[config.mk]
export PLATFORM = sky130hd
export DESIGN_NAME = plic_ctx_agent_flat
export DESIGN_NICKNAME = d
export VERILOG_FILES = /design/src/rtl/plic_pkg.sv /design/src/rtl/plic_ctx_agent_if.sv /design/src/rtl/plic_ctx_agent.sv /design/src/flat_wrapper.sv
export SDC_FILE = /design/constraint.sdc
export NUM_CORES = 1
export LEC_CHECK = 0
export CAP_MARGIN = 30
export CORE_MARGIN = 3
export CORE_UTILIZATION = 24
export CTS_BUF_LIST = sky130_fd_sc_hd__clkbuf_8 sky130_fd_sc_hd__clkbuf_16
export DETAILED_ROUTE_END_ITERATION = 10
export PLACE_DENSITY = 0.82
export SYNTH_ARGS = -nofsm -noshare
export SYNTH_HDL_FRONTEND = slang
export SYNTH_SLANG_ARGS = --single-unit
[constraint.sdc]
create_clock -name CLK -period 1.6 [get_ports CLK]
set_input_delay 0.16 -clock CLK [delete_from_list [all_inputs] [get_ports CLK]]
set_output_delay 0.16 -clock CLK [all_outputs]
set_load 0.02 [all_outputs]
[src/rtl/plic_pkg.sv]
// plic_pkg: shared PLIC register map constants and the context-agent state type.
// Offsets are relative to the PLIC base (0x50000000) in 30-bit MMIO offset space.
package plic_pkg;

  localparam logic [29:0] PLIC_PRIO_BASE          = 30'h000000;
  localparam logic [29:0] PLIC_PEND_BASE          = 30'h001000;
  localparam logic [29:0] PLIC_ENABLE_BASE        = 30'h002000;
  localparam logic [29:0] PLIC_ENABLE_CTX_STRIDE  = 30'h000080;
  localparam logic [29:0] PLIC_THRESH_BASE        = 30'h200000;
  localparam logic [29:0] PLIC_CLAIM_BASE         = 30'h200004;
  localparam logic [29:0] PLIC_CTX_STRIDE         = 30'h001000;

  typedef enum logic [2:0] {
    IDLE,
    CLAIM,
    CAPTURE,
    PRESENT,
    SERVICE,
    COMPLETE
  } agent_state_t;

  // Claim/complete register of context ctx.
  function automatic logic [29:0] claim_ofs(input int ctx);
    return PLIC_CLAIM_BASE + 30'(ctx) * PLIC_CTX_STRIDE;
  endfunction

endpackage

[src/rtl/plic_ctx_agent_if.sv]
// plic_ctx_agent_if: simple MMIO bus (offset / write / read strobes, 1-cycle read data).
// The agent uses it twice: as slave toward the hart (CPU side) and as master toward the PLIC.
//   offset : 30-bit register offset      we/wdata : write strobe and data
//   re     : read strobe                 rdata    : read data, valid the cycle after offset
interface plic_ctx_agent_if;
  logic [29:0] offset;
  logic        we;
  logic [31:0] wdata;
  logic        re;
  logic [31:0] rdata;

  modport master (output offset, output we, output wdata, output re, input rdata);
  modport slave  (input offset, input we, input wdata, input re, output rdata);
endinterface

[src/rtl/plic_ctx_agent.sv]
// plic_ctx_agent: hart-side initiator for one PLIC context.
// On w_eip it reads claim/complete, presents the claimed ID to the trap unit, waits for
// the handler to finish, then writes the ID back. CPU MMIO traffic is muxed through to
// the PLIC except in the single cycles where the agent owns the bus (CLAIM, COMPLETE);
// then a pending CPU access sees cpu_stall and must be held.
//
// Ports:
//   CLK, RST               clock, asynchronous active-high reset
//   w_eip                  PLIC external-interrupt pending for context CTX
//   cpu  (slave modport)   CPU MMIO request; cpu.rdata = plic.rdata
//   cpu_stall              CPU access not taken this cycle
//   plic (master modport)  bus toward the PLIC
//   irq_valid/irq_id/irq_ready   claimed-ID handshake to the trap unit
//   done_valid/done_id     handler-finished pulse with its ID
//   irq_err                1-cycle pulse: spurious done or service timeout
//
// Configuration: define PLIC_AGENT_TIMEOUT_EN to bound SERVICE to TIMEOUT cycles; a
// timeout pulses irq_err and forces the complete write. Without it SERVICE waits forever.
module plic_ctx_agent
  import plic_pkg::*;
#(
  parameter int CTX      = 0,
  parameter int W_INT_ID = 6,
  parameter int HOLDOFF  = 3,
  parameter int TIMEOUT  = 1024
) (
  input  logic                 CLK,
  input  logic                 RST,
  input  logic                 w_eip,
  plic_ctx_agent_if.slave      cpu,
  output logic                 cpu_stall,
  plic_ctx_agent_if.master     plic,
  output logic                 irq_valid,
  output logic [W_INT_ID-1:0]  irq_id,
  input  logic                 irq_ready,
  input  logic                 done_valid,
  input  logic [W_INT_ID-1:0]  done_id,
  output logic                 irq_err
);

  localparam logic [29:0] CLAIM_OFS = claim_ofs(CTX);
  localparam int          HO_W      = (HOLDOFF < 2) ? 1 : $clog2(HOLDOFF + 1);

  agent_state_t        state;
  logic [W_INT_ID-1:0] id_q;
  logic [HO_W-1:0]     hold_cnt;
  // Registered bus-ownership flags: high exactly while state is CLAIM / COMPLETE.
  logic                claim_q;
  logic                compl_q;
  logic                irq_valid_q;
  logic                irq_err_q;
  logic [W_INT_ID-1:0] rd_id;

`ifdef PLIC_AGENT_TIMEOUT_EN
  localparam int TO_W = (TIMEOUT < 2) ? 1 : $clog2(TIMEOUT);
  logic [TO_W-1:0] svc_cnt;
`endif

  assign rd_id = plic.rdata[W_INT_ID-1:0];

  // NOTE: all state below is updated with non-blocking assignments so every register
  // samples pre-edge values; blocking here would create order-dependent behaviour.
  always_ff @(posedge CLK or posedge RST) begin
    if (RST) begin
      state       <= IDLE;
      id_q        <= '0;
      hold_cnt    <= '0;
      claim_q     <= 1'b0;
      compl_q     <= 1'b0;
      irq_valid_q <= 1'b0;
      irq_err_q   <= 1'b0;
`ifdef PLIC_AGENT_TIMEOUT_EN
      svc_cnt     <= '0;
`endif
    end else begin
      irq_err_q <= 1'b0;
      claim_q   <= 1'b0;
      compl_q   <= 1'b0;

      if (hold_cnt != '0) hold_cnt <= hold_cnt - HO_W'(1);

      // A done outside SERVICE has no claim to finish: flag it and drop it.
      if (done_valid && (state != SERVICE)) irq_err_q <= 1'b1;

      case (state)
        IDLE: begin
          if (w_eip && (hold_cnt == '0)) begin
            state   <= CLAIM;
            claim_q <= 1'b1;
          end
        end

        CLAIM: state <= CAPTURE;

        // Claim data arrives one cycle after the read; ID 0 means another
        // context won the race, so there is nothing to complete.
        CAPTURE: begin
          id_q <= rd_id;
          if (rd_id == '0) begin
            state <= IDLE;
          end else begin
            state       <= PRESENT;
            irq_valid_q <= 1'b1;
          end
        end

        PRESENT: begin
          if (irq_ready) begin
            state       <= SERVICE;
            irq_valid_q <= 1'b0;
`ifdef PLIC_AGENT_TIMEOUT_EN
            svc_cnt     <= '0;
`endif
          end
        end

        SERVICE: begin
          if (done_valid && (done_id == id_q)) begin
            state   <= COMPLETE;
            compl_q <= 1'b1;
          end else begin
            if (done_valid) irq_err_q <= 1'b1;
`ifdef PLIC_AGENT_TIMEOUT_EN
            if (svc_cnt == TO_W'(TIMEOUT - 1)) begin
              irq_err_q <= 1'b1;
              state     <= COMPLETE;
              compl_q   <= 1'b1;
            end else begin
              svc_cnt <= svc_cnt + TO_W'(1);
            end
`endif
          end
        end

        COMPLETE: begin
          state    <= IDLE;
          hold_cnt <= HO_W'(HOLDOFF);
        end

        default: state <= IDLE;
      endcase
    end
  end

  // Bus mux: the agent overrides the PLIC side only in CLAIM and COMPLETE.
  // Strobes are forced low while RST is held.
  // NOTE: every output of this block gets a default first, so no path leaves a
  // signal unassigned and no latch is inferred.
  always_comb begin
    plic.offset = cpu.offset;
    plic.wdata  = cpu.wdata;
    plic.re     = cpu.re;
    plic.we     = cpu.we;
    cpu_stall   = 1'b0;

    if (claim_q) begin
      plic.offset = CLAIM_OFS;
      plic.re     = 1'b1;
      plic.we     = 1'b0;
      cpu_stall   = cpu.re | cpu.we;
    end else if (compl_q) begin
      plic.offset = CLAIM_OFS;
      plic.wdata  = 32'(id_q);
      plic.re     = 1'b0;
      plic.we     = 1'b1;
      cpu_stall   = cpu.re | cpu.we;
    end

    if (RST) begin
      plic.re = 1'b0;
      plic.we = 1'b0;
    end
  end

  assign cpu.rdata = plic.rdata;
  assign irq_valid = irq_valid_q;
  assign irq_id    = id_q;
  assign irq_err   = irq_err_q;

endmodule

[src/flat_wrapper.sv]
// flat-port wrapper written by rule: the top's interface ports become plain ports
module plic_ctx_agent_flat import plic_pkg::*;
#(
  parameter int CTX      = 0,
  parameter int W_INT_ID = 6,
  parameter int HOLDOFF  = 3,
  parameter int TIMEOUT  = 1024
)
  (CLK, RST, w_eip, cpu_stall, irq_valid, irq_id, irq_ready, done_valid, done_id, irq_err, cpu_offset, cpu_we, cpu_wdata, cpu_re, cpu_rdata, plic_offset, plic_we, plic_wdata, plic_re, plic_rdata);
  plic_ctx_agent_if cpu_i ();
  plic_ctx_agent_if plic_i ();
  input  logic CLK;
  input  logic RST;
  input  logic w_eip;
  output logic cpu_stall;
  output logic irq_valid;
  output logic [W_INT_ID-1:0] irq_id;
  input  logic irq_ready;
  input  logic done_valid;
  input  logic [W_INT_ID-1:0] done_id;
  output logic irq_err;
  input wire logic [$bits(cpu_i.offset)-1:0] cpu_offset;
  input wire logic [$bits(cpu_i.we)-1:0] cpu_we;
  input wire logic [$bits(cpu_i.wdata)-1:0] cpu_wdata;
  input wire logic [$bits(cpu_i.re)-1:0] cpu_re;
  output wire logic [$bits(cpu_i.rdata)-1:0] cpu_rdata;
  output wire logic [$bits(plic_i.offset)-1:0] plic_offset;
  output wire logic [$bits(plic_i.we)-1:0] plic_we;
  output wire logic [$bits(plic_i.wdata)-1:0] plic_wdata;
  output wire logic [$bits(plic_i.re)-1:0] plic_re;
  input wire logic [$bits(plic_i.rdata)-1:0] plic_rdata;
  assign cpu_i.offset = cpu_offset;
  assign cpu_i.we = cpu_we;
  assign cpu_i.wdata = cpu_wdata;
  assign cpu_i.re = cpu_re;
  assign cpu_rdata = cpu_i.rdata;
  assign plic_offset = plic_i.offset;
  assign plic_we = plic_i.we;
  assign plic_wdata = plic_i.wdata;
  assign plic_re = plic_i.re;
  assign plic_i.rdata = plic_rdata;
  plic_ctx_agent #(.CTX(CTX), .W_INT_ID(W_INT_ID), .HOLDOFF(HOLDOFF), .TIMEOUT(TIMEOUT)) u_core (.CLK(CLK), .RST(RST), .w_eip(w_eip), .cpu(cpu_i), .cpu_stall(cpu_stall), .plic(plic_i), .irq_valid(irq_valid), .irq_id(irq_id), .irq_ready(irq_ready), .done_valid(done_valid), .done_id(done_id), .irq_err(irq_err));
endmodule
# [Word-level counts from Yosys, hierarchy flattened]
# Index checks and enable logic that the tools add are counted.
[op_classes] bitwise=1 add_sub_neg=1 n_reduce_logical=11 eq_ne=11 mux=30
[ops] cell="2-to-1 mux 32 bit" n=2
[ops] cell="2-to-1 mux 30 bit" n=2
[ops] cell="2-to-1 mux 1 bit" n=18
[ops] cell="one-hot mux 3 bit (5 select lines)" n=1
[ops] cell="2-to-1 mux 3 bit" n=3
[ops] cell="== test 3 x 2 -> 1 bit (second input constant)" n=2
[ops] cell="== test 3 bit (second input constant)" n=2
[ops] cell="== test 6 bit" n=1
[ops] cell="logical NOT 6 bit" n=1
[ops] cell="2-to-1 mux 2 bit" n=3
[ops] cell="AND reduction 3 bit" n=2
[ops] cell="nonzero test 2 bit" n=3
[ops] cell="inequality test 2 x 1 -> 1 bit (second input constant)" n=2
[ops] cell="inequality test 2 bit (second input constant)" n=2
[ops] cell="== test 3 x 1 -> 1 bit (second input constant)" n=1
[ops] cell="logical AND 1 bit" n=3
[ops] cell="logical NOT 3 bit" n=1
[ops] cell="inequality test 3 bit (second input constant)" n=1
[ops] cell="logical NOT 2 bit" n=1
[ops] cell="one-hot mux 1 bit (2 select lines)" n=1
[ops] cell="subtractor 2 x 1 -> 2 bit (second input constant)" n=1
[ops] cell="bitwise OR 1 bit" n=1
[totals] in_bits=107 output_inout_bits=105 word_cells=61 reg_bits=15

# [Longest topological paths before layout]
[logic_depth] depth_word=6 ltp_mapped=6

# [Least setup slack after synthesis]
# OpenSTA, ideal clock, no wires.
[synth_path] kind="register -> output" startpoint="register u_core.claim_q" endpoint="output plic_wdata[2]" slack_ns=0.266 path_stages_with_launch=4 arrival_time_ns=1.174 path_buffers=1 path_cell_list="dfrtp_1 nand2b_1 buf_2 mux2_1"
[synth_via] elab_chain_len=1
[synth_lines] item="start, declared" line="plic_ctx_agent.sv:48" rtl="logic claim_q;"
[synth_lines] item="start signal, assigned" line="plic_ctx_agent.sv:68" rtl="claim_q <= 1'b0;"
[synth_lines] item="start signal, assigned" line="plic_ctx_agent.sv:77" rtl="claim_q <= 1'b0;"
[synth_lines] item="start signal, assigned" line="plic_ctx_agent.sv:89" rtl="claim_q <= 1'b1;"
[synth_lines] item="2-to-1 mux 32 bit" line="plic_ctx_agent.sv:156" rtl="if (claim_q) begin"
[synth_lines] item="end, declared" line="flat_wrapper.sv:29" rtl="output wire logic [$bits(plic_i.wdata)-1:0] plic_wdata;"
# No other way between the ends.

# [Final worst setup path]
[layout_path] startpoint="register u_core.claim_q" endpoint="output plic_wdata[1]"
# The elaborated chain is that of the path after synthesis.

==> results.md <==
- The final worst clock skew is ~0.62 ps.
- The startpoint of the worst setup timing path is u_core.claim_q.
- Adding up every negative setup slack in the final design gives 0 ps.
- The number of inserted diodes is 0.
- Static timing analysis puts the maximum clock frequency at 649.9 MHz.
- The path class of the lowest-slack min-delay path is input port to async pin.
- The number of hold-repair buffers added at the cts stage is 0.
- The unique cell type count in the Yosys netlist is 31.
- The worst register-to-register path ends at u_core.irq_id[2].
- The number of global-route vias before repair is around 1.7k.
- The internal cell power is 1.678 mW.
- The via count is roughly 1.6k.
- The reg2reg setup slack is about 270 ps.
- The first TritonRoute pass finished after 4 iterations.
- At the end of the flow, the number of nets in the layout was around 420.
- Once the floorplan was initialized, standard cells occupied 25.66% of the core.
- The pin count of the biggest net entering global routing is 22.
- Synthesis inferred 15 register bits.
- The CTS tree is yes.
- The synthesized netlist occupies a cell area of about 0.0015 sq mm.
- Including well taps, the total number of placed cells is 377.
- The count of mapped cells out of synthesis is 174.
- The share of total power dissipated in the clock network is 10.4%.
- In this run the number of H-tree levels came out at 1.
- In this run the worst path has a maximum fanout of 9.
- Cells with a size suffix above 1 make up 29.45% of the layout.
- The utilization of the core after routing is 48.32%.
- The global placer's final weighted congestion is around 0.77.
- The number of vias per cell after detailed routing is slightly above 4.
- Across the VDD grid, the largest voltage drop is 0.0008685 V.
- The switching part of the total power is between 40 and 50%.
- The count of standard-cell rows is 27.
- Setup repair after global routing could not meet its margin everywhere.
- The first global-routing pass estimated 9.328 mm of wire.
- Walking the worst path, the cells encountered are nand2b_4 > mux2_1 > buf_2.
- The end point of the critical path is plic_wdata[1].
- Summed over all layers, the global routing overflow is 0.
- Of the available clock period, the critical path in the final layout requires 96.16%.
- At the pin with the least slew margin, the transition time is 281.3 ps.
- Counting the buffers created by CTS gives 3.
- The type of the setup path with the least slack is flop to output port.
- The number of setup buffers added after CTS is 0.
- The number of buffers between clock root and the deepest sink is 2.
- The analysis attributes to cell leakage a power of 1.236 nW.
- For this design the top-level I/O count stands at between 200 and 250.
- The share of total power dissipated in combinational logic is 64.4%.
- Excluding fillers, the count of instances in the completed layout stands at 381.
- The die covers 0.007039 sq mm.
- The total of max-cap violations is 0.
- On the worst path, the slowest cell contributes a delay of approximately 410 ps.
- In this run the standard cell core region covers between 0.005 and 0.006 sq mm.
- The clock root buffer is clkbuf_8.
- In this run the critical register-to-register path is launched from u_core.state[1].
- Leaving out fill and tap cells, the most frequent cell in the layout is clkdlybuf4s50_1.
- The kind of capture point of the worst setup path is an output port.
- The overall power is 2.805 mW.
- The clock-pin slew of the registers on the worst-case setup and hold paths is 60 ps.
- Counting both buffers and inverters, the worst setup path holds a total of 1.
- The library cells used most frequently in the layout, excluding fill and tap cells, are clkdlybuf4s50_1, and2_1, buf_2, dfrtp_1, clkbuf_2.
- Yosys printed 0 warnings.
- The max-slew violation count came to 0.
- From synthesis to final layout, the design area changed by 88.32%.
- The areal power density over the cells is 1023 mW/mm^2.
- The HPWL after detailed placement is 5.320 mm.
- The number of hold violations in the final report is 0.
- The worst-path cell with the longest stage delay is dfrtp_1.
- The count of input and output buffers is 159.
- On the final layout, the worst hold slack is roughly 280 ps.
- After detailed routing, the number of remaining DRC violations is 0.
- The power dissipated by switching net loads is 1.126 mW.
- In this run the horizontal extent of the chip is 83.90 um.
- In the final routed layout, each cell accounts on average for 16.01 um.
- The number of nets in the synthesized netlist is 282.
- The die span in y is 83.90 um.
- The clock network latency to the later pin of the worst-skew pair is about 240 ps.
- The number of violations reported at the end of detailed-routing iteration 0 is 19.
- The setup-violating endpoint count in the final report is 0.
- Wires add up to 6.099 mm.
- The worst path in the final design needs a cycle of 1539 ps, including I/O delays and setup.
- The worst setup path is launched from a flop.
- The average instance area after synthesis is between 8 and 9 sq um.
- The worst pin sits at a relative slew slack of 81.08%.
- Once detail routing completed, the nets flagged for antenna violations numbered 0.
- Counting the fill cells in the layout gives 559.
- The endpoint arrival time on the critical path is approximately 1400 ps.
- The cell depth of the worst setup path is 3.
- The data required time at the worst endpoint is 1440 ps.
- Counting cells, the worst reg-to-reg path comes to 3.
- The all-layer global routing usage is 16.50%.
- The cell family contributing the most delay on the critical path is flip-flops.
- The run finished with clean final reports.
- The sequential cell fraction of total power is 25.2%.
- The share of the Yosys chip area taken by registers is 25.77%.
- CTS saw 15 sinks.
- The number of antenna violations at the first check in global routing is 0.
layout make-up:
type,count,area (sq um),share of cell area (%)
clock buffer,3,41.29,1.505
sequential,15,376.6,13.73
tap,72,90.09,3.285
timing repair buffer,170,1406,51.28
clock inverter,1,3.754,0.1369
inverter,5,18.77,0.6843
multi-input combinational,115,805.8,29.38
power by group through the flow:
stage	combinational [mW]	sequential, mW	clock, mW
after floorplan	1.06	0.803	0
after global placement	1.89	0.703	0
after detailed placement	1.93	0.709	0
after CTS	1.86	0.707	0.303
after global routing	1.95	0.741	0.320
final	1.81	0.708	0.291
tightest hold or removal path, delay by kind of cell:
kind | cells | cell delay (ps)
buf+inv | 3 | 730
worst min-delay path by stage:
stage	start	endpoint	slack (ps)	cells past startpoint
after global routing	RST	u_core.irq_id[2]	320	3
after detailed placement	plic_rdata[17]	cpu_rdata[17]	320	0
after CTS	RST	u_core.hold_cnt[0]	280	3
after floorplan	RST	u_core.claim_q	60	1
after global placement	plic_rdata[17]	cpu_rdata[17]	320	0
final	RST	u_core.hold_cnt[0]	280	3
layer usage:
metal	vias up	share of wire [%]	track usage (%)
met2	110	55	32.47
li1	790	-	-
met1	677	37	17.46
met5	-	0	0
met3	3	7.2	4.146
met4	0	0.57	3.363
timing repair:
action / 4_1_cts / 5_1_grt
gates resized for setup: 211 / 44
setup endpoints to repair: 65 / 61
pin swaps: 0 / 1
hold endpoints to repair: 0 / 0
gates cloned: 0 / 1
state kept, by name (all words and copies together) (netlist names):
| name | count |
|---|---|
| u_core.irq_valid | 1 |
| u_core.state | 3 |
| u_core.compl_q | 1 |
| u_core.irq_id | 6 |
| u_core.claim_q | 1 |
| u_core.hold_cnt | 2 |
| u_core.irq_err | 1 |
cells by family after synthesis:
kind of cell	share of synthesized area [%]
and+or+nand+nor	34.02
DFF	25.77
buffers and inverters	20.27
AOI/OAI and AO/OA	3.265
adders and majority gates	0.8590
xor gates and xnor gates	4.210
muxes	11.60
cells in the mapped netlist:
library cell / n / area share [%]
nand2_1: 9 / 2.3
mux2_2: 1 / 0.77
and2_4: 1 / 0.60
xor2_1: 1 / 0.60
mux2_1: 6 / 4.6
o21ai_1: 2 / 0.69
nand2b_1: 2 / 0.86
mux2_4: 6 / 6.2
nor4_1: 2 / 0.86
a21oi_1: 3 / 1.0
nand4_1: 1 / 0.43
nor2b_1: 1 / 0.43
nor2_1: 9 / 2.3
xnor2_1: 6 / 3.6
or3_1: 2 / 0.86
inv_1: 4 / 1.0
dfrtp_1: 15 / 26
nand3b_1: 1 / 0.52
a2bb2oi_1: 1 / 0.60
buf_6: 1 / 0.77
ha_1: 1 / 0.86
clkbuf_1: 4 / 1.0
nand3_1: 1 / 0.34
nor2b_2: 1 / 0.60
nor3_1: 2 / 0.69
buf_2: 2 / 0.69
a31oi_1: 1 / 0.43
buf_4: 32 / 16
inv_2: 1 / 0.26
o211ai_1: 1 / 0.52
and2_1: 54 / 23
through the flow:
stage | worst slack (ps) | area, sq um
floorplan | 265.8 | 1456
global placement | -135.4 | 2957
detailed placement | -136.4 | 2957
CTS | -30.82 | 2859
global route | -35.79 | 2743
finish | 61.39 | 2743
Note: power is estimated with default switching activity, not from simulation.
